### config.mk
export PLATFORM = sky130hd
export DESIGN_NAME = mmu_sram_arbiter
export DESIGN_NICKNAME = d
export VERILOG_FILES = /design/src/rtl/mmu_sram_arbiter.sv
export SDC_FILE = /design/constraint.sdc
export NUM_CORES = 1
export LEC_CHECK = 0
export BUFFER_PORTS_ARGS = -buffer_cell sky130_fd_sc_hd__buf_2
export CORE_ASPECT_RATIO = 0.5
export CORE_UTILIZATION = 38
export DETAILED_ROUTE_END_ITERATION = 8
export GPL_ROUTABILITY_DRIVEN = 0
export PLACE_DENSITY = 0.84
export SKIP_CTS_REPAIR_TIMING = 1
export SLEW_MARGIN = 20
export SYNTH_ARGS = -nofsm -noshare
export SYNTH_HDL_FRONTEND = slang
export SYNTH_SLANG_ARGS = --single-unit
export TNS_END_PERCENT = 20
### constraint.sdc
create_clock -name clk -period 3.1 [get_ports clk]
set_clock_uncertainty 0.1 [all_clocks]
set_input_delay 0.775 -clock clk [delete_from_list [all_inputs] [get_ports clk]]
set_output_delay 0.775 -clock clk [all_outputs]
set_load 0.02 [all_outputs]
### src/rtl/mmu_sram_arbiter.sv
// mmu_sram_arbiter: shares one synchronous SRAM port between a CPU requester
// (port 0) and a blitter requester (port 1). The grant is combinational
// round-robin with a bounded hold. Read data comes back one cycle after the
// grant and is then held per port until that port's next read return.
module mmu_sram_arbiter #(
  parameter int DATA_W   = 16,
  parameter int ADDR_W   = 16,
  parameter int MAX_HOLD = 4
) (
  input  logic                   clk,
  input  logic                   rst,
  input  logic [1:0]             rd_en_i,
  input  logic [1:0]             wt_en_i,
  input  logic [1:0][ADDR_W-1:0] rd_addr_i,
  input  logic [1:0][ADDR_W-1:0] wt_addr_i,
  input  logic [1:0][DATA_W-1:0] wt_data_i,
  output logic [1:0]             ready_o,
  output logic [1:0]             valid_o,
  output logic [1:0][DATA_W-1:0] rd_data_o,
  output logic                   sram_wt_en,
  output logic [ADDR_W-1:0]      sram_wt_addr,
  output logic [DATA_W-1:0]      sram_wt_data,
  output logic [ADDR_W-1:0]      sram_rd_addr,
  input  logic [DATA_W-1:0]      sram_rd_data
);

  localparam int             HW         = $clog2(MAX_HOLD + 1);
  localparam logic [HW-1:0]  MAX_HOLD_C = HW'(MAX_HOLD);

  logic [1:0]             req_s;
  logic                   gnt_vld_s;
  logic                   gnt_port_s;
  logic                   rd_accept_s;
  logic                   last_grant_q;
  logic [HW-1:0]          hold_cnt_q;
  logic [HW-1:0]          hold_cnt_d;
  logic [1:0]             valid_q;
  logic [1:0][DATA_W-1:0] data_q;

  // Pick at most one port per cycle. A tie stays with the previous winner
  // only while a run is in progress and below the hold limit; a fresh tie
  // (after idle or reset) goes to the port that did not win last, which is
  // why last_grant resets to 1 so that the CPU wins the first tie.
  always_comb begin
    req_s      = rd_en_i | wt_en_i;
    gnt_vld_s  = 1'b0;
    gnt_port_s = 1'b0;
    case (req_s)
      2'b01: begin
        gnt_vld_s  = 1'b1;
        gnt_port_s = 1'b0;
      end
      2'b10: begin
        gnt_vld_s  = 1'b1;
        gnt_port_s = 1'b1;
      end
      2'b11: begin
        gnt_vld_s = 1'b1;
        if ((hold_cnt_q != '0) && (hold_cnt_q < MAX_HOLD_C)) begin
          gnt_port_s = last_grant_q;
        end else begin
          gnt_port_s = ~last_grant_q;
        end
      end
      default: begin
        gnt_vld_s  = 1'b0;
        gnt_port_s = 1'b0;
      end
    endcase
    // Keep the SRAM and handshake quiet while reset is held.
    if (rst) begin
      gnt_vld_s = 1'b0;
    end else begin
      gnt_vld_s = gnt_vld_s;
    end
  end

  // Route the winner onto the SRAM port and acknowledge it in the same cycle.
  always_comb begin
    ready_o      = 2'b00;
    sram_wt_en   = 1'b0;
    sram_wt_addr = '0;
    sram_wt_data = '0;
    sram_rd_addr = '0;
    rd_accept_s  = 1'b0;
    if (gnt_vld_s) begin
      ready_o[gnt_port_s] = 1'b1;
      sram_wt_en          = wt_en_i[gnt_port_s];
      sram_wt_addr        = wt_addr_i[gnt_port_s];
      sram_wt_data        = wt_data_i[gnt_port_s];
      sram_rd_addr        = rd_addr_i[gnt_port_s];
      // A port asserting read and write together gets the write only.
      rd_accept_s         = rd_en_i[gnt_port_s] & ~wt_en_i[gnt_port_s];
    end else begin
      rd_accept_s = 1'b0;
    end
  end

  // Length of the current run of grants to the same port, saturating at the limit.
  always_comb begin
    hold_cnt_d = '0;
    if (gnt_vld_s) begin
      if ((hold_cnt_q != '0) && (gnt_port_s == last_grant_q)) begin
        if (hold_cnt_q == MAX_HOLD_C) begin
          hold_cnt_d = hold_cnt_q;
        end else begin
          hold_cnt_d = hold_cnt_q + HW'(1);
        end
      end else begin
        hold_cnt_d = HW'(1);
      end
    end else begin
      hold_cnt_d = '0;
    end
  end

  // Arbitration history, pending-read tracking and per-port held read data.
  always_ff @(posedge clk or posedge rst) begin
    if (rst) begin
      last_grant_q <= 1'b1;
      hold_cnt_q   <= '0;
      valid_q      <= 2'b00;
      data_q       <= '0;
    end else begin
      hold_cnt_q <= hold_cnt_d;
      if (gnt_vld_s) begin
        last_grant_q <= gnt_port_s;
      end
      valid_q <= 2'b00;
      if (rd_accept_s) begin
        valid_q[gnt_port_s] <= 1'b1;
      end
      for (int p = 0; p < 2; p++) begin
        if (valid_q[p]) begin
          data_q[p] <= sram_rd_data;
        end
      end
    end
  end

  // The returning port sees SRAM data directly in its valid cycle, then the held copy.
  always_comb begin
    valid_o = valid_q;
    for (int p = 0; p < 2; p++) begin
      if (valid_q[p]) begin
        rd_data_o[p] = sram_rd_data;
      end else begin
        rd_data_o[p] = data_q[p];
      end
    end
  end

endmodule
Yosys cells after proc, flatten, opt, wreduce, memory -nomap -nowiden
Index checks and enable logic that the tools add are counted.
{"block": "word_totals", "ff_bits": 38, "inputBits": 118, "out_inout_bits": 85, "elab_cells": 52}
{"block": "classes", "n_addsub": 1, "n_lt_le_gt_ge": 3, "n_eq_ne": 6, "mux": 28, "n_bitwise": 4, "n_reduce_logical": 5}
{"operator": "$mux W16", "count": 11}
{"operator": "$mux W1", "count": 10}
{"operator": "$mux W3", "count": 3}
{"operator": "$eq A2 B2 Y1 const B", "count": 2}
{"operator": "$mux W2", "count": 2}
{"operator": "$add A3 B1 Y3 const B", "count": 1}
{"operator": "$eq A3 B3 Y1 const B", "count": 1}
{"operator": "$logic_and A1 B1 Y1", "count": 3}
{"operator": "$lt A3 B3 Y1 const B", "count": 1}
{"operator": "$ne A3 B3 Y1 const B", "count": 1}
{"operator": "$reduce_bool A3 Y1", "count": 1}
{"operator": "$reduce_or A3 Y1", "count": 1}
{"operator": "$eq A2 B1 Y1 const B", "count": 1}
{"operator": "$lt A1 B2 Y1 const B", "count": 1}
{"operator": "$not A1 Y1", "count": 2}
{"operator": "$or A2 B2 Y2", "count": 1}
{"operator": "$pmux W1 S2", "count": 1}
{"operator": "$and A1 B1 Y1", "count": 1}
{"operator": "$demux W1 S1", "count": 1}
{"operator": "$eq A1 B1 Y1", "count": 1}
{"operator": "$ge A1 B1 Y1 const B", "count": 1}

Longest topological paths before layout
Gate-level depths: netlist of the first run.
{"block": "depth", "word_depth": 10, "mapped_depth": 8, "depth_no_buf": 6}

Worst setup path after synthesis of the first run
No wires, ideal clock.
{"block": "synth_path", "path_type": "input port to output port", "startpoint": "in wt_en_i[0]", "endpoint": "out sram_rd_addr[10]", "arrival_ns": 1.979, "slack_ns": 0.246, "stages": 6, "cell_sequence": "or2_2 > buf_2 > o21ai_2 > clkbuf_1 > a32oi_1 > nor2_1"}
{"block": "synth_via", "elab_chain_cells": 6, "elab_cells_between_ends": 11, "classes_between": "3 x eq/ne; 6 x mux; 1 x bitwise; 1 x reduce/logical"}
{"item": "start: declaration", "line_no": "13", "text": "input logic [1:0] wt_en_i,"}
{"item": "$or A2 B2 Y2 *", "line_no": "45", "text": "req_s = rd_en_i | wt_en_i;"}
{"item": "$eq A2 B2 Y1 / $eq A2 B1 Y1 (equally long branches)", "line_no": "48", "text": "case (req_s)"}
{"item": "$pmux W1 S2 / $reduce_or A3 Y1 (equally long branches)"}
{"item": "$mux W16 (not written as such) / $mux W1 (equally long branches)", "line_no": "91, 48"}
{"item": "$mux W16 (not written as such) / $mux W1 (equally long branches)", "line_no": "91, 71"}
{"item": "$mux W16 *", "line_no": "86", "text": "if (gnt_vld_s) begin"}
{"item": "end: declaration", "line_no": "23", "text": "output logic [ADDR_W-1:0] sram_rd_addr,"}
Mark *: on every way between the ends. The rest lies on a longest branch, timed or not. The select of a mux whose other input is x is not followed.

Final worst setup path of the first run
{"block": "layout_path", "startpoint": "reg hold_cnt_q[0]", "endpoint": "out sram_wt_data[6]"}
{"block": "layout_via", "elab_chain_cells": 7, "elab_cells_between_ends": 8, "classes_between": "1 x order compare; 5 x mux; 2 x reduce/logical"}
{"item": "start: declaration", "line_no": "35", "text": "logic [HW-1:0] hold_cnt_q;"}
{"item": "start signal: assignment", "line_no": "125", "text": "hold_cnt_q <= hold_cnt_d;"}
{"item": "$lt A3 B3 Y1 / $reduce_bool A3 Y1 (equally long branches)", "line_no": "59", "text": "if ((hold_cnt_q != '0) && (hold_cnt_q < MAX_HOLD_C)) begin"}
{"item": "$logic_and A1 B1 Y1 *", "line_no": "59"}
{"item": "$mux W1 *", "line_no": "59"}
{"item": "$pmux W1 S2 *", "line_no": "48"}
{"item": "$mux W16 (not written as such) * (2 in series)", "line_no": "90", "text": "sram_wt_data = wt_data_i[gnt_port_s];"}
{"item": "$mux W16 *", "line_no": "86"}
{"item": "end: declaration", "line_no": "22", "text": "output logic [DATA_W-1:0] sram_wt_data,"}
Marked as above.

==> results.json, run 1 <==
{
  "outcome": "completed",
  "crit_path_end_kind": "output pin",
  "die_h_um": 57.4,
  "synth_top_area_frac": 0.397,
  "clock_power_share": 0.199,
  "grt_max_degree": 58,
  "cts-htree-levels": 2,
  "seq_area_frac_synth": 0.409,
  "cpMaxStageDelayCell": "dfrtp_1",
  "p_sw_mw": 0.898,
  "hold-path-cell-count": 1,
  "nets": 558,
  "fin_crit_sh": 0.973,
  "maxCapViolations": 0,
  "rrSetupSlack_ns": 1.22,
  "die_w_um": 113,
  "cts_root_buffer": "clkbuf_16",
  "area_growth_pct": 55.6,
  "avgSynthCellArea_um2": 9.67,
  "synthDistinctLibCells": 29,
  "seqPwrFrac": 0.300,
  "fin_hold_ws_ns": 0.388,
  "synth_mux_area_frac": 0.160,
  "clock_path_buffers": 2,
  "ios": 203,
  "clk_latency_ns": 0.27,
  "diodes": 0,
  "reg2reg_from": "hold_cnt_q[0]",
  "slowest_delay_ns": 0.36,
  "synth_top_family_by_area": "compound AO/OA/AOI/OAI gates",
  "crit_chain": "inv_1 > ha_1 > nor3_1 > buf_4 > o21ai_4 > buf_12 > buf_4 > a32oi_1 > nor2_1 > buf_2",
  "crit_fanout": 15,
  "timing.rr.end": "valid_o[0]",
  "cellLeakagePower_nw": 1.86,
  "period_minus_slack_ns": 3.02,
  "min_from": "data_q[22]",
  "ir_drop_mv": 0.311,
  "hold_viol": 0,
  "synth_area_leaders": "dfrtp_1 40%, a32oi_1 18%, mux2_2 16%, nor2_1 8.7%, clkbuf_1 2.4%",
  "cts_num_sinks": 38,
  "tightest_slew_ns": 0.711,
  "relSlewSlack": 0.526,
  "totalWireLength_mm": 7.62,
  "netlist_area_mm2": 0.00233,
  "placedCellCount": 501,
  "worst_ep_required_time_ns": 2.22,
  "slew_viol_final": 0,
  "tritoncts": "done",
  "arrival_ns": 2.14,
  "power.density_mw_per_mm2": 638,
  "synth_nets": 361,
  "initial_core_util": 0.410,
  "p_int_mw": 1.41,
  "die-area_mm2": 0.00647,
  "rows": 19,
  "netlist_instances": 241,
  "sw_frac_of_total": 0.388,
  "ys_warn_count": 0,
  "path_clk_slew_ns": 0.05,
  "grt_pass1_wl_mm": 11.6,
  "antenna_found_initial": 0,
  "r2r.worst_path.cells": 6,
  "setup_viol": 0,
  "synthAdderAreaFrac": 0.0107,
  "synth_top_area_cell": "dfrtp_1",
  "post_route_cells_drive_above_1_share": 0.600,
  "antenna_left": 0,
  "first_pass_iters": 4,
  "hpwl_mm": 5.58,
  "cp_common_cell": "buf_4",
  "synth_compound_area_frac": 0.223,
  "grt_pass1_vias": 2527,
  "route.detailed.drc": 0,
  "track_usage": 0.222,
  "startpoint_type": "register",
  "dr_total_vias": 2764,
  "via_per_inst": 5.41,
  "core-area_mm2": 0.00568,
  "drtIter0Drc": 153,
  "overflow": 0,
  "max_freq_mhz": 331,
  "final_cells": 511,
  "numCtsBuffers": 5,
  "hold_class": "reg2reg",
  "power.share.combinational": 0.501,
  "ys_ff_latch": 38,
  "min_to": "data_q[22]",
  "port_buffers": 202,
  "synth-xor-area-share": 0,
  "crit_type": "reg2out",
  "yosys.area_share.simple": 0.133,
  "wl_per_cell_um": 14.9
}
-- cell usage after synthesis --
library cell,count
buf_4,1
buf_6,2
nand2_1,4
inv_1,4
mux2_2,33
a21oi_1,3
nor3b_1,1
a311oi_1,1
nor2_1,54
o31a_1,1
and4bb_2,1
ha_1,2
o21ai_0,6
a31oi_1,1
a32oi_1,48
nor3_1,5
o21a_1,1
nor2b_1,1
o21ai_2,1
dfrtp_1,37
or2_2,3
o31ai_1,1
clkbuf_1,15
a211oi_1,1
nor4b_1,1
nand4_1,1
dfstp_2,1
and3_1,1
buf_2,10
-- critical path: cells and delay by family, from the launching register on --
kind	cells	cell delay [ns]
simple gates	2	0.23
compound gates	2	0.29
fa+ha+maj	1	0.24
buf+inv	5	0.72
flops	1	0.36
-- logic make-up (layout without fill, tap and decap cells) --
family	count (synthesis)	count (layout)
and+or+nand+nor	72	72
adders and majority gates	2	2
buffers and inverters	32	228
DFF	38	38
AOI/OAI and AO/OA	64	65
muxes	33	33
-- sequential cells by signal, indices dropped and copies added, names as in the netlist --
| signal | cells |
|---|---|
| valid_o | 2 |
| last_grant_q | 1 |
| hold_cnt_q | 3 |
| data_q | 32 |
-- worst max-delay path by stage --
stage	startpoint	end	slack, ns	cells after the start
CTS	hold_cnt_q[0]	sram_wt_data[7]	-0.23	8
detailed placement	rd_en_i[0]	sram_wt_data[7]	-0.03	6
floorplan	wt_en_i[0]	sram_rd_addr[10]	0.25	6
finish	hold_cnt_q[0]	sram_wt_data[6]	0.08	10
global placement	rd_en_i[0]	sram_wt_data[7]	-0.04	6
global route	hold_cnt_q[0]	sram_rd_addr[6]	-0.01	9
-- final cells by class --
cell class	instances	area [um2]
repair buffers	217	1170
flip-flops and latches	38	952
multi-input cells	172	1260
clock buffers	7	133
inverters	4	15.0
fillers	465	2060
well taps	73	91.3
-- per-layer routing --
layer  up-vias  part of all wire  global-route usage  wire length [um]
met2       115              0.50               0.406              3820
met5         -                 0                   0                 0
met4         0             0.022              0.0971               170
met3        17             0.052              0.0329               395
met1      1323              0.43               0.266              3240
li1       1309                 -                   -                 -
-- cells in the final DEF, fill, tap and decap left out --
cell         n
inv_1        4
a311oi_1     1
buf_12       4
o21a_1       1
dfstp_2      1
o21ai_0      6
nor4b_1      1
o31ai_1      1
buf_4       11
nand4_1      1
ha_1         2
o31a_4       2
dfrtp_1     37
clkbuf_1     2
clkbuf_16    5
and3_1       1
nor2_1      54
nor3b_1      1
nor3_1       5
nand2_1      4
a31oi_1      1
buf_2      202
and4bb_2     1
mux2_2      33
a21oi_1      3
a32oi_1     48
nor2b_1      1
or2_2        3
a211oi_1     1
o21ai_4      1
-- power by group through the flow --
stage / sequential (mW) / combinational [mW] / clock (mW)
CTS: 0.696 / 1.13 / 0.471
global route: 0.709 / 1.24 / 0.496
global placement: 0.693 / 1.11 / 0
finish: 0.694 / 1.16 / 0.459
floorplan: 0.681 / 0.762 / 0
detailed placement: 0.704 / 1.12 / 0
-- stage by stage --
step | power (mW) | cell area, um2 | utilization | setup slack (ns) | setup TNS, ns
detailed placement | 1.83 | 3440 | 0.605 | -0.0337 | -0.0583
floorplan | 1.44 | 2330 | - | 0.246 | 0
CTS | 2.29 | 3570 | 0.629 | -0.232 | -8.72
global route | 2.45 | 3620 | 0.638 | -0.0112 | -0.0198
global placement | 1.80 | 3440 | 0.605 | -0.0391 | -0.0597
finish | 2.31 | 3620 | 0.638 | 0.0828 | 0
Note: power is estimated with default switching activity, not from simulation.
==> inputs of run 2 (changes only) <==
--- a/config.mk
+++ b/config.mk
@@ -10,7 +10,7 @@
 export CORE_UTILIZATION = 38
 export DETAILED_ROUTE_END_ITERATION = 8
 export GPL_ROUTABILITY_DRIVEN = 0
-export PLACE_DENSITY = 0.84
+export PLACE_DENSITY = 0.77
 export SKIP_CTS_REPAIR_TIMING = 1
 export SLEW_MARGIN = 20
 export SYNTH_ARGS = -nofsm -noshare
==> run 2 against run 1 <==
Sequential cell count stayed put. Clock-buffer cell count is 1 lower. Die area stayed put. Register-to-register slack improved by 0.12 ns. Final area is 1.7% higher. Power is 9.1% higher. Sequential share of layout area fell by 0.43 points. Sequential power barely moved. Combinational power about the same. Critical path type unchanged. Highest routed layer unchanged.
==> results.json, run 2 (synthesis gave the netlist of run 1 again) <==
{
  "outcome": "completed",
  "cellLeakagePower_nw": 1.88,
  "route.detailed.drc": 0,
  "ff_latch_area_um2": 952,
  "clock_path_buffers": 2,
  "track_usage": 0.225,
  "ir_drop_mv": 0.273,
  "cts_num_sinks": 38,
  "hpwl_mm": 5.53,
  "die_h_um": 57.4,
  "die-area_mm2": 0.00647,
  "diodes": 0,
  "grt_pass1_vias": 2466,
  "crit_fanout": 30,
  "dr_total_vias": 2711,
  "largest_reg_flops": 32,
  "cts_root_buffer": "clkbuf_16",
  "ios": 203,
  "multi_input_area_mm2": 0.00126,
  "area_growth_pct": 58.2,
  "drtIter0Drc": 168,
  "totalWireLength_mm": 7.57,
  "power.density_mw_per_mm2": 684,
  "wl_per_cell_um": 14.8,
  "nets": 556,
  "grt_pass1_wl_mm": 11.8,
  "core-area_mm2": 0.00568,
  "p_sw_mw": 0.917,
  "setup_viol": 0,
  "port_buffers": 202,
  "grt_max_degree": 33,
  "fillers": 474,
  "place_area_mm2": 0.00344,
  "relSlewSlack": 0.733,
  "tightest_slew_ns": 0.400,
  "clock_power_share": 0.264,
  "crit_path_end_kind": "output pin",
  "period_minus_slack_ns": 2.96,
  "max_freq_mhz": 338,
  "pre_cts_slack_ns": 0.147,
  "hold_viol": 0,
  "post_route_cells_drive_above_1_share": 0.606,
  "first_pass_iters": 4,
  "tritoncts": "done",
  "final_cell_mix": "202 x buf_2, 54 x nor2_1, 48 x a32oi_1",
  "fin_crit_sh": 0.954,
  "numCtsBuffers": 5,
  "initial_core_util": 0.410,
  "power.share.combinational": 0.460,
  "crit_type": "reg2out",
  "fin_area_mm2": 0.00368,
  "p_int_mw": 1.61,
  "overflow": 0,
  "final_common_cell": "buf_2",
  "antenna_found_initial": 0,
  "rsz0062_at_grt": "yes",
  "sw_frac_of_total": 0.363,
  "cts-htree-levels": 2,
  "arrival_ns": 2.08,
  "antenna_left": 0,
  "startpoint_type": "register",
  "total_power_mw": 2.52,
  "path_clk_slew_ns": 0.05,
  "clk_latency_ns": 0.27,
  "placedCellCount": 501,
  "seqPwrFrac": 0.276,
  "via_per_inst": 5.32,
  "die_w_um": 113,
  "slew_viol_final": 0,
  "worst_ep_required_time_ns": 2.22,
  "hold_class": "reg2reg",
  "regMostFlops": "data_q",
  "final_cells": 510,
  "rows": 19,
  "finalWorstSetupSlack_ns": 0.142,
  "maxCapViolations": 0
}
[run 2: cell count changes in the layout (fill, tap and decap cells not counted), sizes merged]
| cell | before | now |
|---|---|---|
| clkbuf | 7 | 6 |
| bufinv | 0 | 2 |
| buf | 217 | 216 |
| o31a | 2 | 1 |
[run 2: final timing paths]
| path | startpoint | to | slack, ns | cells past startpoint |
|---|---|---|---|---|
| worst max register to register | hold_cnt_q[1] | last_grant_q | 1.34 | 7 |
| worst max-delay path | hold_cnt_q[1] | sram_rd_addr[5] | 0.14 | 8 |
| worst min register to register | data_q[16] | data_q[16] | 0.39 | 1 |
| min in group asynchronous | rst | data_q[26] | 0.45 | 2 |
| worst min-delay path | data_q[16] | data_q[16] | 0.39 | 1 |
| max in group asynchronous | rst | last_grant_q | 1.71 | 3 |
[run 2: stage by stage]
step           hold slack (ns)   util  TNS [ns]
5_1_grt                  0.403  0.649  -0.00638
6_report                 0.390  0.649         0
2_1_floorplan            0.435      -         0
3_3_place_gp             0.376  0.605         0
4_1_cts                  0.393  0.640     -6.63
3_5_place_dp             0.381  0.605         0
[run 2: area by class of cell]
class / count / area share
clock buffers: 6 / 0.0377
clock inverters: 2 / 0.0163
inverters: 4 / 0.00407
multi-input cells: 171 / 0.341
flip-flops and latches: 38 / 0.258
well taps: 73 / 0.0248
repair buffers: 216 / 0.317
[run 2: per-layer routing]
metal	vias up	routed length, um	global-route usage
met2	113	3770	0.391
met4	0	49	0.0724
met3	7	398	0.0319
met1	1287	3350	0.295
met5	-	0	0
li1	1304	-	-
[run 2: power by group through the flow]
stage	Combinational, mW	Clock [mW]	Sequential (mW)
floorplan	0.762	0	0.681
global placement	1.12	0	0.695
detailed placement	1.13	0	0.705
CTS	1.14	0.677	0.697
global route	1.25	0.709	0.712
finish	1.16	0.666	0.695
[run 2: critical path: stages (launching register included)]
cell and delay, ns:
dfrtp_1 0.38, inv_1 0.09, ha_4 0.20, o21a_1 0.23, o31a_1 0.31, buf_12 0.18
a32oi_1 0.18, nor2_1 0.07, buf_2 0.16
==> inputs of run 3 (changes only) <==
--- a/config.mk
+++ b/config.mk
@@ -5,12 +5,14 @@
 export SDC_FILE = /design/constraint.sdc
 export NUM_CORES = 1
 export LEC_CHECK = 0
-export BUFFER_PORTS_ARGS = -buffer_cell sky130_fd_sc_hd__buf_2
-export CORE_ASPECT_RATIO = 0.5
-export CORE_UTILIZATION = 38
+export CORE_AREA = 2 2 80 82
+export CTS_BUF_LIST = sky130_fd_sc_hd__clkbuf_4 sky130_fd_sc_hd__clkbuf_8 sky130_fd_sc_hd__clkbuf_16
 export DETAILED_ROUTE_END_ITERATION = 8
+export DIE_AREA = 0 0 82 84
+export DONT_BUFFER_PORTS = 1
 export GPL_ROUTABILITY_DRIVEN = 0
-export PLACE_DENSITY = 0.77
+export HOLD_SLACK_MARGIN = 0.05
+export PLACE_DENSITY = 0.49
 export SKIP_CTS_REPAIR_TIMING = 1
 export SLEW_MARGIN = 20
 export SYNTH_ARGS = -nofsm -noshare
==> run 3 against run 2 <==
Final area is 18% lower. Final cell count is 28% lower. Register-to-register slack worse by 0.05 ns. Routed wire length is 6.6% lower. Critical path depth stayed put. Sequential share of layout area is 5.7 points higher. Sequential cell count stayed put. Global-route usage is 3.1 points lower. Critical path type unchanged. Via count is 19% lower. First-iteration DRC count is 55% lower. Sequential power hardly changed.
==> results.json, run 3 (synthesis gave the netlist of run 1 again) <==
{
  "tns_ns": 0,
  "met1_usage": 0.233,
  "grt_pass1_vias": 2085,
  "cts-htree-levels": 2,
  "wl_per_cell_um": 19.4,
  "final_cells": 365,
  "rrSetupSlack_ns": 1.29,
  "fillers": 593,
  "core-area_mm2": 0.00610,
  "die_w_um": 82,
  "power.density_mw_per_mm2": 726,
  "r2r.worst_path.cells": 9,
  "use_met2": 0.320,
  "setup_viol": 0,
  "initial_core_util": 0.382,
  "final_util": 0.495,
  "slowest_delay_ns": 0.36,
  "overflow": 0,
  "cpMaxStageDelayCell": "dfrtp_1",
  "final_common_cell": "buf_4",
  "period_minus_slack_ns": 2.98,
  "dr_total_vias": 2195,
  "reg2reg_from": "hold_cnt_q[0]",
  "via_per_inst": 6.01,
  "hold_viol": 0,
  "max_freq_mhz": 336,
  "die_h_um": 84,
  "tightest_slew_ns": 0.681,
  "ios": 203,
  "port_buffers": 0,
  "path_clk_slew_ns": 0.07,
  "regMostFlops": "data_q",
  "outcome": "completed",
  "arrival_ns": 2.10,
  "clock_path_buffers": 2,
  "crit_type": "reg2out",
  "totalWireLength_mm": 7.07,
  "startpoint_type": "register",
  "clk_latency_ns": 0.28,
  "crit_chain": "inv_1 > ha_1 > o21a_1 > o31a_1 > buf_6 > a32oi_2 > nor2_1 > buf_4",
  "rows": 29,
  "placedCellCount": 352,
  "diodes": 0,
  "drtIter0Drc": 76,
  "grt_pass1_wl_mm": 10.5,
  "fin_crit_sh": 0.961,
  "antenna_found_initial": 0,
  "antenna_left": 0,
  "slew_viol_final": 0,
  "die-area_mm2": 0.00689,
  "largest_reg_flops": 32,
  "busiest_layer": "met2",
  "hpwl_mm": 5.22,
  "relSlewSlack": 0.546,
  "cts_num_sinks": 38,
  "nets": 407,
  "post_route_cells_drive_above_1_share": 0.413,
  "startpoint": "hold_cnt_q[0]",
  "first_pass_iters": 4,
  "grt_max_degree": 58,
  "crit_fanout": 27,
  "cellLeakagePower_nw": 1.28,
  "tritoncts": "done",
  "track_usage": 0.194,
  "crit_path_end_kind": "output pin",
  "fin_hold_ws_ns": 0.172,
  "ir_drop_mv": 0.394,
  "final_cell_mix": "62 x buf_4, 54 x nor2_1, 44 x a32oi_1",
  "maxCapViolations": 0,
  "area_growth_pct": 29.5,
  "cts_root_buffer": "clkbuf_8",
  "met3_usage": 0.0584,
  "worst_ep_required_time_ns": 2.22,
  "route.detailed.drc": 0,
  "numCtsBuffers": 5,
  "hold_class": "in2async"
}
run 3: final cells by class:
class                           count  area, um2  share of cell area
Sequential cell                    38        952               0.316
Timing Repair Buffer               67        548               0.182
Clock inverter                      3       68.8              0.0228
Clock buffer                        5       68.8              0.0228
Multi-Input combinational cell    171       1270               0.420
Tap cell                           77       96.3              0.0319
Inverter                            4       15.0             0.00498
run 3: metal layers:
metal	vias up	part of all wire
li1	1000	-
met1	1048	0.39
met2	133	0.50
met3	14	0.093
met4	0	0.025
met5	-	0
run 3: report_power, final:
part | switching (mW) | leakage, nW | internal (mW) | total [mW]
clock network | 0.167 | 0.0683 | 0.322 | 0.489
logic | 0.625 | 0.752 | 0.383 | 1.01
registers | 0.0480 | 0.459 | 0.646 | 0.694
run 3: per-stage QoR:
step / total power, mW / cell area, um2 / setup slack [ns]
finish: 2.19 / 3020 / 0.120
global placement: 1.66 / 2790 / 0.274
global route: 2.32 / 3020 / -0.0172
CTS: 2.17 / 2930 / -0.0508
detailed placement: 1.67 / 2790 / 0.258
floorplan: 1.44 / 2330 / 0.246
run 3: critical path, delay by kind of cell, from the launching register on:
family / cells / cell delay (ns)
compound gates: 3 / 0.75
buf+inv: 3 / 0.42
flops: 1 / 0.36
fa+ha+maj: 1 / 0.23
simple gates: 1 / 0.06
run 3: worst paths after layout:
path	endpoint
min	hold_cnt_q[2]
max	sram_wt_addr[9]
max in group asynchronous	data_q[15]
min reg2reg	last_grant_q
min in group clk	valid_o[0]
max reg2reg	last_grant_q
